--- src/rtl/dram_port_arbiter.sv ---
// dram_port_arbiter
// Two-port front end for a single-port distributed DRAM (async read, sync write).
// Port 0 is the CPU data port and port 1 is the loader/DMA port.
// The block grants one request at a time and latches it. Loads and word stores take
// one DRAM access. Byte and half stores run as a read-modify-write over two cycles.
// A new grant is never issued while an ack pulse is showing.

module dram_port_arbiter #(
    parameter int ADDR_W   = 18,
    parameter bit RR_EN    = 1'b1,
    parameter bit PRIO_RST = 1'b0
) (
    input  logic              clk,
    input  logic              fpga_rst,

    input  logic              m0_req,
    input  logic              m0_we,
    input  logic [ADDR_W-1:0] m0_addr,
    input  logic [1:0]        m0_mask,
    input  logic [31:0]       m0_wdata,
    output logic              m0_gnt,
    output logic              m0_ack,
    output logic [31:0]       m0_rdata,

    input  logic              m1_req,
    input  logic              m1_we,
    input  logic [ADDR_W-1:0] m1_addr,
    input  logic [1:0]        m1_mask,
    input  logic [31:0]       m1_wdata,
    output logic              m1_gnt,
    output logic              m1_ack,
    output logic [31:0]       m1_rdata,

    output logic [ADDR_W-3:0] dram_a,
    output logic              dram_we,
    output logic [31:0]       dram_d,
    input  logic [31:0]       dram_spo,

    output logic              busy
);

    typedef enum logic [1:0] {
        ST_IDLE     = 2'd0,
        ST_ACCESS   = 2'd1,
        ST_MERGE_WR = 2'd2
    } state_t;

    localparam logic [1:0] MASK_BYTE = 2'b00;
    localparam logic [1:0] MASK_HALF = 2'b01;
    localparam logic [1:0] MASK_WORD = 2'b10;

    state_t            state;
    state_t            state_nxt;

    // Latched request
    logic              own_q;
    logic              we_q;
    logic [ADDR_W-1:0] addr_q;
    logic [1:0]        mask_q;
    logic [31:0]       wdata_q;

    logic [31:0]       merge_q;
    logic              last_q;

    logic              grant_ok;
    logic              pick1;
    logic              sub_store;
    logic              done;

    // Pick out the addressed lane of a DRAM word, zero-extended.
    function automatic logic [31:0] lane_extract(input logic [31:0] word,
                                                 input logic [1:0]  a,
                                                 input logic [1:0]  mask);
        logic [31:0] sh;
        sh = word >> {a, 3'b000};
        case (mask)
            MASK_BYTE: lane_extract = {24'h0, sh[7:0]};
            MASK_HALF: lane_extract = a[1] ? {16'h0, word[31:16]} : {16'h0, word[15:0]};
            MASK_WORD: lane_extract = word;
            default:   lane_extract = 32'h0;
        endcase
    endfunction

    // Replace the addressed byte/half lane of a DRAM word with right-aligned store data.
    function automatic logic [31:0] lane_merge(input logic [31:0] word,
                                               input logic [31:0] wdata,
                                               input logic [1:0]  a,
                                               input logic [1:0]  mask);
        logic [31:0] r;
        r = word;
        if (mask == MASK_BYTE) begin
            r[{a, 3'b000} +: 8] = wdata[7:0];
        end else begin
            r[{a[1], 4'b0000} +: 16] = wdata[15:0];
        end
        lane_merge = r;
    endfunction

    // Arbitration: a lone requester wins; on contention round-robin or port 0 first.
    assign grant_ok  = (state == ST_IDLE) && !fpga_rst && !m0_ack && !m1_ack;
    assign pick1     = m1_req && (!m0_req || (RR_EN && !last_q));
    assign m0_gnt    = grant_ok && m0_req && !pick1;
    assign m1_gnt    = grant_ok && pick1;

    assign sub_store = we_q && !mask_q[1];
    assign done      = ((state == ST_ACCESS) && !sub_store) || (state == ST_MERGE_WR);

    // State register
    always_ff @(posedge clk) begin
        // NOTE: sequential state uses non-blocking assignments so every flop samples
        // the pre-edge values regardless of block ordering.
        if (fpga_rst) begin
            state <= ST_IDLE;
        end else begin
            state <= state_nxt;
        end
    end

    // Next-state logic
    always_comb begin
        // NOTE: default assignment first so no path through the case leaves state_nxt
        // unassigned, which would infer a latch.
        state_nxt = state;
        case (state)
            ST_IDLE:     if (m0_gnt || m1_gnt) state_nxt = ST_ACCESS;
            ST_ACCESS:   state_nxt = sub_store ? ST_MERGE_WR : ST_IDLE;
            ST_MERGE_WR: state_nxt = ST_IDLE;
            default:     state_nxt = ST_IDLE;
        endcase
    end

    // DRAM-side outputs and busy flag
    always_comb begin
        dram_a  = '0;
        dram_we = 1'b0;
        dram_d  = 32'h0;
        busy    = (state != ST_IDLE);
        case (state)
            ST_ACCESS: begin
                dram_a = addr_q[ADDR_W-1:2];
                if (we_q && mask_q[1]) begin
                    dram_we = 1'b1;
                    dram_d  = wdata_q;
                end
            end
            ST_MERGE_WR: begin
                dram_a  = addr_q[ADDR_W-1:2];
                dram_we = 1'b1;
                dram_d  = merge_q;
            end
            default: ;
        endcase
    end

    // Latch the granted request and remember which port won
    always_ff @(posedge clk) begin
        if (fpga_rst) begin
            own_q   <= 1'b0;
            we_q    <= 1'b0;
            addr_q  <= '0;
            mask_q  <= 2'b00;
            wdata_q <= 32'h0;
            last_q  <= !PRIO_RST;
        end else if (m0_gnt) begin
            own_q   <= 1'b0;
            we_q    <= m0_we;
            addr_q  <= m0_addr;
            mask_q  <= m0_mask;
            wdata_q <= m0_wdata;
            last_q  <= 1'b0;
        end else if (m1_gnt) begin
            own_q   <= 1'b1;
            we_q    <= m1_we;
            addr_q  <= m1_addr;
            mask_q  <= m1_mask;
            wdata_q <= m1_wdata;
            last_q  <= 1'b1;
        end
    end

    // Build the merged word for byte/half stores from the read data
    always_ff @(posedge clk) begin
        if (fpga_rst) begin
            merge_q <= 32'h0;
        end else if ((state == ST_ACCESS) && sub_store) begin
            merge_q <= lane_merge(dram_spo, wdata_q, addr_q[1:0], mask_q);
        end
    end

    // Completion pulse and load data, delivered only to the owner
    always_ff @(posedge clk) begin
        if (fpga_rst) begin
            m0_ack   <= 1'b0;
            m1_ack   <= 1'b0;
            m0_rdata <= 32'h0;
            m1_rdata <= 32'h0;
        end else begin
            m0_ack <= done && !own_q;
            m1_ack <= done && own_q;
            if ((state == ST_ACCESS) && !we_q) begin
                if (own_q) begin
                    m1_rdata <= lane_extract(dram_spo, addr_q[1:0], mask_q);
                end else begin
                    m0_rdata <= lane_extract(dram_spo, addr_q[1:0], mask_q);
                end
            end
        end
    end

endmodule
--- config.mk ---
export PLATFORM = sky130hd
export DESIGN_NAME = dram_port_arbiter
export DESIGN_NICKNAME = d
export VERILOG_FILES = /design/src/rtl/dram_port_arbiter.sv
export SDC_FILE = /design/constraint.sdc
export NUM_CORES = 1
export LEC_CHECK = 0
export BUFFER_PORTS_ARGS = -buffer_cell sky130_fd_sc_hd__buf_4
export CAP_MARGIN = 25
export CORE_MARGIN = 5
export CORE_UTILIZATION = 40
export CTS_CLUSTER_SIZE = 8
export DETAILED_ROUTE_END_ITERATION = 10
export PLACE_DENSITY = 0.67
export SETUP_SLACK_MARGIN = 0.1
export SYNTH_ARGS = -nofsm -noshare
export SYNTH_HDL_FRONTEND = slang
export SYNTH_SLANG_ARGS = --single-unit
--- constraint.sdc ---
create_clock -name clk -period 2.1 [get_ports clk]
set_input_delay 0.42 -clock clk [delete_from_list [all_inputs] [get_ports clk]]
set_output_delay 0.42 -clock clk [all_outputs]
set_load 0.02 [all_outputs]
* Word level (Yosys, flattened, before mapping) *
Cells that the tools add are included.

word-level totals
  register bits = 155
  input port bits = 142
  output and inout bits = 118
  word-level logic and storage cells = 83

cells by class
  $add $sub $neg = 2
  equality and inequality tests = 5
  shift operators = 5
  muxes and demuxes = 23
  bitwise logic cells = 1
  reductions and logical operators = 35

operator list
  cell                     number
  $mux 32                  4
  $pmux 32 s3              1
  $bwmux 32                2
  $pmux 32 s2              1
  $mux 18                  2
  $mux 16                  2
  $shift 16x7->32 const A  1
  $shift 8x7->32 const A   1
  $shiftx 16x7->32         1
  $shiftx 8x7->32          1
  $shr 32x5->8             1
  $logic_and 1x1->1        14
  $neg 5->7                2
  $logic_not 1->1          10
  $mux 2                   4
  $mux 1                   5
  $eq 2x1->1 const B       2
  $eq 2x2->1 const B       2
  $logic_not 2->1          2
  $pmux 2 s2               1
  $reduce_and 2->1         2
  $reduce_bool 2->1        2
  $reduce_or 2->1          2
  $logic_or 1x1->1         3
  3 further kinds          3

* Longest topological paths before layout *
Gate-level depths: netlist (run 1).

  depth after elaboration = 9
  depth in mapped cells = 8
  depth with buffers taken out = 6

* Least setup slack after synthesis (run 1) *
No wires, ideal clock.

  path type = register to output
  from = register state[1]
  to = output port dram_d[11]
  arrival time = 1,766 ps
  data required time = 1,680 ps
  slack = -86 ps
  stages on the path, launching flop included = 9
  path buffers = 3
  path through = dfxtp_1 > inv_1 > ha_1 > clkbuf_1 > and3_1 > clkbuf_1 > clkbuf_1 > a22oi_1 > nor2b_1

on the way
  word-level cells in the longest chain between the ends = 2
  elaborated cells on any way between the ends = 3
  those cells by class = 2 x eq/ne; 1 x mux

ends and longest elaborated chain
  what                                      RTL line  text
  start: declaration                        52        state_t state;
  start signal: assignment                  115       state <= state_nxt;
  $eq 2x2->1 or $eq 2x1->1 (tied branches)  138       case (state)
  $pmux 32 s2 (*)                           138
  end: declaration                          36        output logic [31:0] dram_d,

Every way passes the cells marked *; elsewhere a longest branch is shown, timed or not.

* Worst setup path in the final report (run 1) *
  from = register state[1]
  to = output port dram_d[7]

Same word-level chain as after synthesis.

==> impl_metrics.sql, run 1 <==
INSERT INTO impl_metrics (metric_group, metric, value, unit) VALUES
('status', 'outcome', 'finished with violations', ''),
('status', 'failed_checks', 'negative setup slack', ''),
('pwr', 'switching_power', '3.70', 'mW'),
('clocking', 'number_of_buffers_created_by_cts', '17', ''),
('route', 'drt_pass1_iterations', '5', ''),
('critical_path', 'crit_path_max_fanout', '8', ''),
('floorplan', 'fp.dieH', '144', 'microns'),
('sta', 'worst-slew-pin-transition', '0.601', 'ns'),
('route', 'routed-via-count', '7735', ''),
('route', 'finalWirelength', '27900', 'microns'),
('route', 'drt-wirelength-per-cell', '20.2', 'microns'),
('clocking', 'clkLatencyLatePin', '0.43', 'ns'),
('sta', 'min_period', '2.27', 'ns'),
('floorplan', 'total_i_o_pin_count', '260', ''),
('finish', 'layout-area-overhead-vs-synth', '51.1', '%'),
('route', 'detail_route.drc_violations', '0', ''),
('floorplan', 'floorplan.initialDensity', '40.4', '%'),
('finish', 'fill_cells', '1601', ''),
('clocking', 'clock_tree.htree_level_count', '4', ''),
('finish', 'final_layout_size_suffix_gt1_share', '39.2', '%'),
('pwr', 'power_leakage', '4.45', 'nW'),
('clocking', 'holdBufCountCts', '0', ''),
('sta', 'fin_worst_hold_slack', '0.170', 'ns'),
('pwr', 'p_int', '6.75', 'mW'),
('grt', 'largest_net_degree_at_the_start_of_global_routing', '59', ''),
('grt', 'global_route.usage.total', '24.9', '%'),
('job', 'max_cap_viols', '0', ''),
('pwr', 'totalPowerFinal', '10.4', 'mW'),
('pwr', 'pwr_density_cell', '956', 'nW/um^2'),
('placement', 'place.detailed.instances', '1327', ''),
('pwr', 'comb_power_share', '34.0', '%'),
('sta', 'report.final.slew_viol_count', '0', ''),
('route', 'met2_wl_post_dr', '12800', 'microns'),
('clocking', 'root_buffer', 'sky130_fd_sc_hd__clkbuf_16', ''),
('sta', 'unrepaired_setup_endpoints_after_global_routing', 'true', ''),
('grt', 'grt_pass1_wl', '40200', 'microns'),
('placement', 'gp_routability_congestion', '0.929', ''),
('floorplan', 'placementRows', '49', ''),
('critical_path', 'timing.critical_path.to_type', 'output pin', ''),
('placement', 'place_hpwl', '19100', 'microns'),
('synth', 'synth_warnings', '0', ''),
('floorplan', 'dieArea', '20900', 'sq um'),
('synth', 'mappedNetlistNets', '1032', ''),
('clocking', 'clock_slew_at_reported_path_ffs', '0.07', 'ns'),
('placement', 'portBuffers', '259', ''),
('clocking', 'tritoncts_clock_tree', 'built', ''),
('pwr', 'power.sequential.fraction', '36.2', '%'),
('worst_hold_path', 'min_path_type', 'input pin to flip-flop', ''),
('route', 'post_drt_via_cell_ratio', '5.60', ''),
('clocking', 'cts_num_sinks', '155', ''),
('finish', 'stdcell_area', '10900', 'sq um'),
('synth', 'synth_area', '7230', 'sq um'),
('pwr', 'worst_ir_drop_on_vdd', '0.657', 'mV'),
('sta', 'final_critical_path_setup_slack', '-0.175', 'ns'),
('floorplan', 'design.core.area', '17900', 'sq um'),
('sta', 'max_slew_margin', '60.0', '%'),
('grt', 'antenna_found_initial', '0', ''),
('sta', 'final.period_utilization', '108', '%'),
('sta', 'timing.setup.tns', '-6.67', 'ns'),
('finish', 'post_layout_nonfiller_instances', '1381', ''),
('synth', 'ys_seq_elements', '155', ''),
('route', 'wl_met1', '11700', 'microns'),
('sta', 'hold_viol_final', '0', ''),
('grt', 'globalRoute.totalOverflow', '0', ''),
('pwr', 'power.switching_fraction', '35.4', '%'),
('route', 'met3_length', '2670', 'microns'),
('critical_path', 'worst_ep_required_time', '1.68', 'ns'),
('placement', 'placed_cell_area', '9560', 'sq um'),
('clocking', 'cts_max_path_buffers', '2', ''),
('finish', 'antenna_cells_inserted', '0', ''),
('synth', 'ys_seq_area_share', '42.9', '%'),
('sta', 'max_clock_freq', '440', 'MHz'),
('grt', 'grt_pass1_vias', '7142', ''),
('critical_path', 'arrival', '1.85', 'ns'),
('pwr', 'clock_power_share', '29.8', '%'),
('sta', 'timing.clock.skew', '0.00945', 'ns'),
('route', 'detailedRoute.firstIterationViolations', '672', ''),
('synth', 'syn_area_per_cell', '8.21', 'sq um'),
('critical_path', 'setup.worst_path.class', 'flip-flop to output pin', ''),
('route', 'antenna_violating_nets_post_route', '0', ''),
('synth', 'netlist-cell-type-count', '44', ''),
('synth', 'syn-instance-count', '881', ''),
('floorplan', 'dieWidth', '144', 'microns'),
('finish', 'net_count_final', '1290', ''),
('route', 'top_signal_layer_used', 'met4', ''),
('sta', 'finalSetupViolCount', '51', ''),
('critical_path', 'critPathLaunchType', 'flip-flop', '');
-- timing repair --
action                     CTS  global route
buffers inserted             6             9
setup endpoints to repair   51           123
pin swaps                    6            11
resized for setup           71            48
gates cloned                 3             6
-- cell usage in the layout (no fill, tap or decap), types with 3 or more instances in the layout --
master | netlist | routed
sky130_fd_sc_hd__dfxtp_1 | 155 | 153
sky130_fd_sc_hd__a311oi_1 | 10 | 10
sky130_fd_sc_hd__ha_1 | 9 | 6
sky130_fd_sc_hd__nor3_1 | 3 | 3
sky130_fd_sc_hd__nand3b_1 | 3 | 3
sky130_fd_sc_hd__a21oi_1 | 60 | 60
sky130_fd_sc_hd__o21ai_1 | 2 | 3
sky130_fd_sc_hd__nand2b_1 | 4 | 4
sky130_fd_sc_hd__o21ai_0 | 15 | 14
sky130_fd_sc_hd__clkbuf_16 | 0 | 21
sky130_fd_sc_hd__mux2_2 | 7 | 7
sky130_fd_sc_hd__a22oi_1 | 109 | 75
sky130_fd_sc_hd__o221ai_1 | 5 | 5
sky130_fd_sc_hd__clkinv_2 | 0 | 4
sky130_fd_sc_hd__buf_4 | 0 | 262
sky130_fd_sc_hd__a211oi_1 | 30 | 30
sky130_fd_sc_hd__inv_1 | 17 | 15
sky130_fd_sc_hd__clkinv_4 | 0 | 5
sky130_fd_sc_hd__a221oi_1 | 15 | 15
sky130_fd_sc_hd__ha_4 | 0 | 3
sky130_fd_sc_hd__a22oi_2 | 0 | 34
sky130_fd_sc_hd__and2_4 | 0 | 5
sky130_fd_sc_hd__nor4b_4 | 2 | 3
sky130_fd_sc_hd__nor2_1 | 50 | 49
sky130_fd_sc_hd__nor2b_1 | 35 | 3
sky130_fd_sc_hd__nor2b_4 | 0 | 13
sky130_fd_sc_hd__and3_4 | 0 | 3
sky130_fd_sc_hd__o21bai_1 | 3 | 3
sky130_fd_sc_hd__mux2i_1 | 4 | 4
sky130_fd_sc_hd__and2_1 | 16 | 11
sky130_fd_sc_hd__nand3_1 | 48 | 48
sky130_fd_sc_hd__buf_12 | 0 | 8
sky130_fd_sc_hd__nor2b_2 | 0 | 19
sky130_fd_sc_hd__nand2_1 | 175 | 175
sky130_fd_sc_hd__buf_6 | 5 | 43
-- state kept, by name, summed over array words and instances (netlist names) --
register,cells
addr_q,18
last_q,1
m0_ack,1
m0_rdata,32
m1_ack,1
m1_rdata,32
mask_q,2
merge_q,32
own_q,1
state,2
wdata_q,32
we_q,1
-- critical path: stages (launching register included) --
cell                      delay, ns
sky130_fd_sc_hd__dfxtp_2       0.36
sky130_fd_sc_hd__inv_4         0.05
sky130_fd_sc_hd__ha_4          0.15
sky130_fd_sc_hd__and3_4        0.21
sky130_fd_sc_hd__buf_12        0.14
sky130_fd_sc_hd__buf_16        0.15
sky130_fd_sc_hd__a22oi_2       0.17
sky130_fd_sc_hd__nor2b_2       0.06
sky130_fd_sc_hd__buf_6         0.13
-- layer usage --
layer	GRT usage, %	vias to the layer above
li1	-	3675
met2	38.9	364
met3	8.23	53
met5	0	-
met1	32.9	3643
met4	7.41	0
-- per-stage QoR --
step,setup WS [ns],util (%)
after floorplan,0.113,-
after global placement,0.187,53.4
after detailed placement,0.110,53.4
after CTS,-0.158,59.1
after global routing,-0.214,61.0
final,-0.175,61.0
-- Yosys cell counts, drive strengths merged --
cell type  count  share of area [%]
nand3         48                3.3
a222oi         2               0.28
and3           3               0.26
a21oi         60                4.2
o221ai         5               0.61
o21a           2               0.21
and3b          1               0.12
nand2b         4               0.35
a22oi        109                 11
clkbuf        52                2.7
ha             9                1.6
a41o           1               0.14
nand2        175                9.1
or2            1              0.087
nor3b          3               0.54
mux2i          4               0.55
o41ai          1               0.38
a211o          1               0.12
o21ai         17                1.2
nand3b         3               0.31
o21ba          2               0.28
nor4b          3               0.78
nor2b         35                3.0
nor3           3               0.21
inv           17               0.88
o21bai         3               0.31
a221oi        15                1.8
buf           28                2.4
or3b           1               0.12
nor2          50                2.6
a311oi        10                1.2
dfxtp        155                 43
and2          16                1.4
or4b           1               0.14
a211oi        32                3.5
o22ai          2               0.17
mux2           7                1.1
-- worst paths after layout --
check | start | end | slack [ns] | cells after the start
worst max-delay path | state[1]$_SDFFE_PP0P_ | dram_d[7] | -0.17 | 8
worst min-delay path | m0_addr[7] | addr_q[7]$_SDFFE_PP0P_ | 0.17 | 3
worst max register to register | state[1]$_SDFFE_PP0P_ | addr_q[14]$_SDFFE_PP0P_ | 0.15 | 8
worst min register to register | m1_rdata[2]$_SDFFE_PP0P_ | m1_rdata[2]$_SDFFE_PP0P_ | 0.45 | 2
-- power by group through the flow --
| stage | Clock (mW) | Sequential (mW) | Combinational (mW) |
|---|---|---|---|
| after global routing | 3.29 | 3.82 | 3.81 |
| after floorplan | 0 | 3.79 | 1.78 |
| after CTS | 3.16 | 3.76 | 3.12 |
| after global placement | 0 | 3.78 | 3.01 |
| after detailed placement | 0 | 3.79 | 3.05 |
| final | 3.12 | 3.78 | 3.55 |
-- kinds of logic after synthesis --
group / after synthesis / synth area share, %
AOI/OAI and AO/OA: 262 / 25.6
adders and majority gates: 9 / 1.56
buffers and inverters: 97 / 5.94
DFF: 155 / 42.9
muxes: 11 / 1.64
and+or+nand+nor: 347 / 22.3
-- area by class of cell --
class | count | area [sq um] | share of cell area [%]
clock buffers | 17 | 425 | 3.89
inverters | 17 | 66.3 | 0.607
multi-input cells | 629 | 4110 | 37.6
flip-flops and latches | 155 | 3110 | 28.4
repair buffers | 319 | 2770 | 25.3
clock inverters | 15 | 164 | 1.50
well taps | 229 | 287 | 2.62
(Power assumes the default switching activity.)
==> run 2: changes to the inputs <==
CTS_CLUSTER_DIAMETER = 30   (was default)
PLACE_DENSITY = 0.73   (was 0.67)
clock period = 2.4 ns   (was 2.1 ns; I/O delays follow)
==> run 2 against run 1 <==
Effect of this change:
- the flow now finishes without violations
- largest power group unchanged
- sequential power shrank 12%
- worst hold slack gained 0.054 ns
- critical endpoint is now dram_d[12]
- register-to-register slack improved by 0.07 ns
- critical path type unchanged
- critical path depth down 1
- first-iteration DRC count up 11%
- clock skew decreased by 0.0020 ns
- utilization is 4.1 points lower
- final cell count decreased by 2.2%
- total power is 15% lower
==> impl_metrics.sql, run 2 (same netlist as run 1, synthesis figures left out) <==
INSERT INTO impl_metrics (metric_group, metric, value, unit) VALUES
('finish', 'antenna_cells_inserted', '0', ''),
('sta', 'finalSetupViolCount', '0', ''),
('pwr', 'pwr_density_cell', '869', 'nW/um^2'),
('critical_path', 'crit_path_top_delay_cell', 'sky130_fd_sc_hd__dfxtp_2', ''),
('clocking', 'clkLatencyLatePin', '0.44', 'ns'),
('placement', 'gp_routability_congestion', '0.892', ''),
('critical_path', 'setup.worst_path.class', 'flip-flop to output pin', ''),
('route', 'finalWirelength', '26600', 'microns'),
('clocking', 'cts_num_sinks', '155', ''),
('sta', 'max_slew_margin', '28.0', '%'),
('floorplan', 'dieWidth', '144', 'microns'),
('pwr', 'power_leakage', '4.20', 'nW'),
('pwr', 'worst_ir_drop_on_vdd', '0.562', 'mV'),
('route', 'top_signal_layer_used', 'met4', ''),
('critical_path', 'timing.critical_path.to_type', 'output pin', ''),
('route', 'met3_length', '2930', 'microns'),
('finish', 'layout.cells.most_common', 'sky130_fd_sc_hd__buf_4', ''),
('sta', 'timing.setup.tns', '0', 'ns'),
('finish', 'final_core_util', '57.0', '%'),
('floorplan', 'fp.dieH', '144', 'microns'),
('floorplan', 'design.core.area', '17900', 'sq um'),
('grt', 'antenna_found_initial', '0', ''),
('clocking', 'clock_slew_at_reported_path_ffs', '0.06', 'ns'),
('route', 'wl_met1', '11000', 'microns'),
('sta', 'min_period', '2.31', 'ns'),
('grt', 'grt_pass1_vias', '6885', ''),
('route', 'detailedRoute.firstIterationViolations', '746', ''),
('sta', 'timing.clock.skew', '0.00741', 'ns'),
('sta', 'worst-slew-pin-transition', '1.08', 'ns'),
('route', 'routed-via-count', '7610', ''),
('status', 'outcome', 'finished, final reports clean', ''),
('critical_path', 'arrival', '1.83', 'ns'),
('finish', 'layout-area-overhead-vs-synth', '41.1', '%'),
('critical_path', 'critical_path.cell_chain', 'inv_4, ha_4, and3_4, clkbuf_16, a22oi_1, nor2b_1, buf_4', ''),
('job', 'max_cap_viols', '0', ''),
('placement', 'place_hpwl', '18800', 'microns'),
('critical_path', 'crit_path_max_fanout', '7', ''),
('clocking', 'tritoncts_clock_tree', 'built', ''),
('sta', 'max_clock_freq', '432', 'MHz'),
('clocking', 'number_of_buffers_created_by_cts', '17', ''),
('clocking', 'cts_max_path_buffers', '2', ''),
('clocking', 'root_buffer', 'sky130_fd_sc_hd__clkbuf_16', ''),
('floorplan', 'dieArea', '20900', 'sq um'),
('sta', 'unrepaired_setup_endpoints_after_global_routing', 'true', ''),
('route', 'detail_route.drc_violations', '0', ''),
('sta', 'hold_viol_final', '0', ''),
('grt', 'largest_net_degree_at_the_start_of_global_routing', '100', ''),
('finish', 'seq_area', '3110', 'sq um'),
('finish', 'layout_common_cells', 'sky130_fd_sc_hd__buf_4 (276), sky130_fd_sc_hd__nand2_1 (175), sky130_fd_sc_hd__dfxtp_1 (153)', ''),
('sta', 'report.final.slew_viol_count', '0', ''),
('critical_path', 'cpPeakStageDelay', '0.34', 'ns'),
('finish', 'net_count_final', '1259', ''),
('route', 'met2_wl_post_dr', '12100', 'microns'),
('grt', 'grt_pass1_wl', '38700', 'microns'),
('critical_path', 'crit_family', 'buffers and inverters', ''),
('route', 'antenna_violating_nets_post_route', '0', ''),
('critical_path', 'timing.critical_path.buf_inv', '3', ''),
('route', 'drt-wirelength-per-cell', '19.7', 'microns'),
('pwr', 'totalPowerFinal', '8.86', 'mW'),
('floorplan', 'placementRows', '49', ''),
('floorplan', 'total_i_o_pin_count', '260', ''),
('finish', 'fill_cells', '1658', ''),
('placement', 'portBuffers', '259', ''),
('grt', 'global_route.usage.total', '24.1', '%'),
('route', 'post_drt_via_cell_ratio', '5.64', ''),
('route', 'drt_pass1_iterations', '6', ''),
('finish', 'final_layout_size_suffix_gt1_share', '31.7', '%'),
('critical_path', 'critPathLaunchType', 'flip-flop', ''),
('worst_hold_path', 'min_path_type', 'input pin to flip-flop', ''),
('clocking', 'clock_tree.htree_level_count', '4', ''),
('floorplan', 'floorplan.initialDensity', '40.4', '%'),
('sta', 'final.period_utilization', '96.4', '%'),
('placement', 'place.detailed.instances', '1311', ''),
('critical_path', 'worst_ep_required_time', '1.92', 'ns'),
('clocking', 'holdBufCountCts', '0', ''),
('finish', 'post_layout_nonfiller_instances', '1350', ''),
('finish', 'multi_input_comb_area', '3790', 'sq um'),
('grt', 'globalRoute.totalOverflow', '0', '');
-- run 2: final timing paths --
path / from / to / slack [ns] / cells after the start
worst max-delay path: state[1]$_SDFFE_PP0P_ / dram_d[12] / 0.09 / 7
worst min register to register: m1_rdata[2]$_SDFFE_PP0P_ / m1_rdata[2]$_SDFFE_PP0P_ / 0.45 / 2
worst max register to register: mask_q[0]$_SDFFE_PP0P_ / merge_q[30]$_SDFFE_PP0N_ / 0.22 / 4
worst min-delay path: m0_addr[2] / addr_q[2]$_SDFFE_PP0P_ / 0.22 / 3
-- run 2: cell type report --
| type | instances | share of cell area, % |
|---|---|---|
| Clock inverter | 8 | 1.28 |
| Timing Repair Buffer | 288 | 22.7 |
| Tap cell | 229 | 2.81 |
| Inverter | 17 | 0.650 |
| Sequential cell | 155 | 30.5 |
| Clock buffer | 24 | 4.92 |
| Multi-Input combinational cell | 629 | 37.2 |
-- run 2: tightest hold or removal path, delay by kind of cell --
| kind | cells | cell delay [ns] |
|---|---|---|
| buffers and inverters | 1 | 0.08 |
| and+or+nand+nor | 2 | 0.08 |
-- run 2: per-stage QoR --
step | hold WS (ns) | instance area, sq um | worst slack (ns)
floorplan | 0.437 | 7230 | 0.154
global placement | 0.443 | 9330 | 0.218
detailed placement | 0.448 | 9350 | 0.226
CTS | 0.205 | 10100 | 0.0661
global route | 0.214 | 10200 | -0.000401
finish | 0.225 | 10200 | 0.0865
-- run 2: power by group --
group | internal [mW] | switching [mW]
Sequential | 2.95 | 0.351
Combinational | 1.14 | 1.56
Clock | 1.78 | 1.08
Total | 5.88 | 2.99
-- run 2: per-layer routing --
metal | up-vias | track usage, %
li1 | 3605 | -
met1 | 3562 | 32.7
met2 | 394 | 36.5
met3 | 49 | 7.28
met4 | 0 | 8.20
met5 | - | 0
-- run 2: what timing repair did --
| item | 4_1_cts | 5_1_grt |
|---|---|---|
| setup endpoints to repair | 35 | 40 |
| gates cloned | 1 | 2 |
| buffers inserted | 2 | 2 |
| resized for setup | 15 | 15 |
| pin swaps | 1 | 3 |
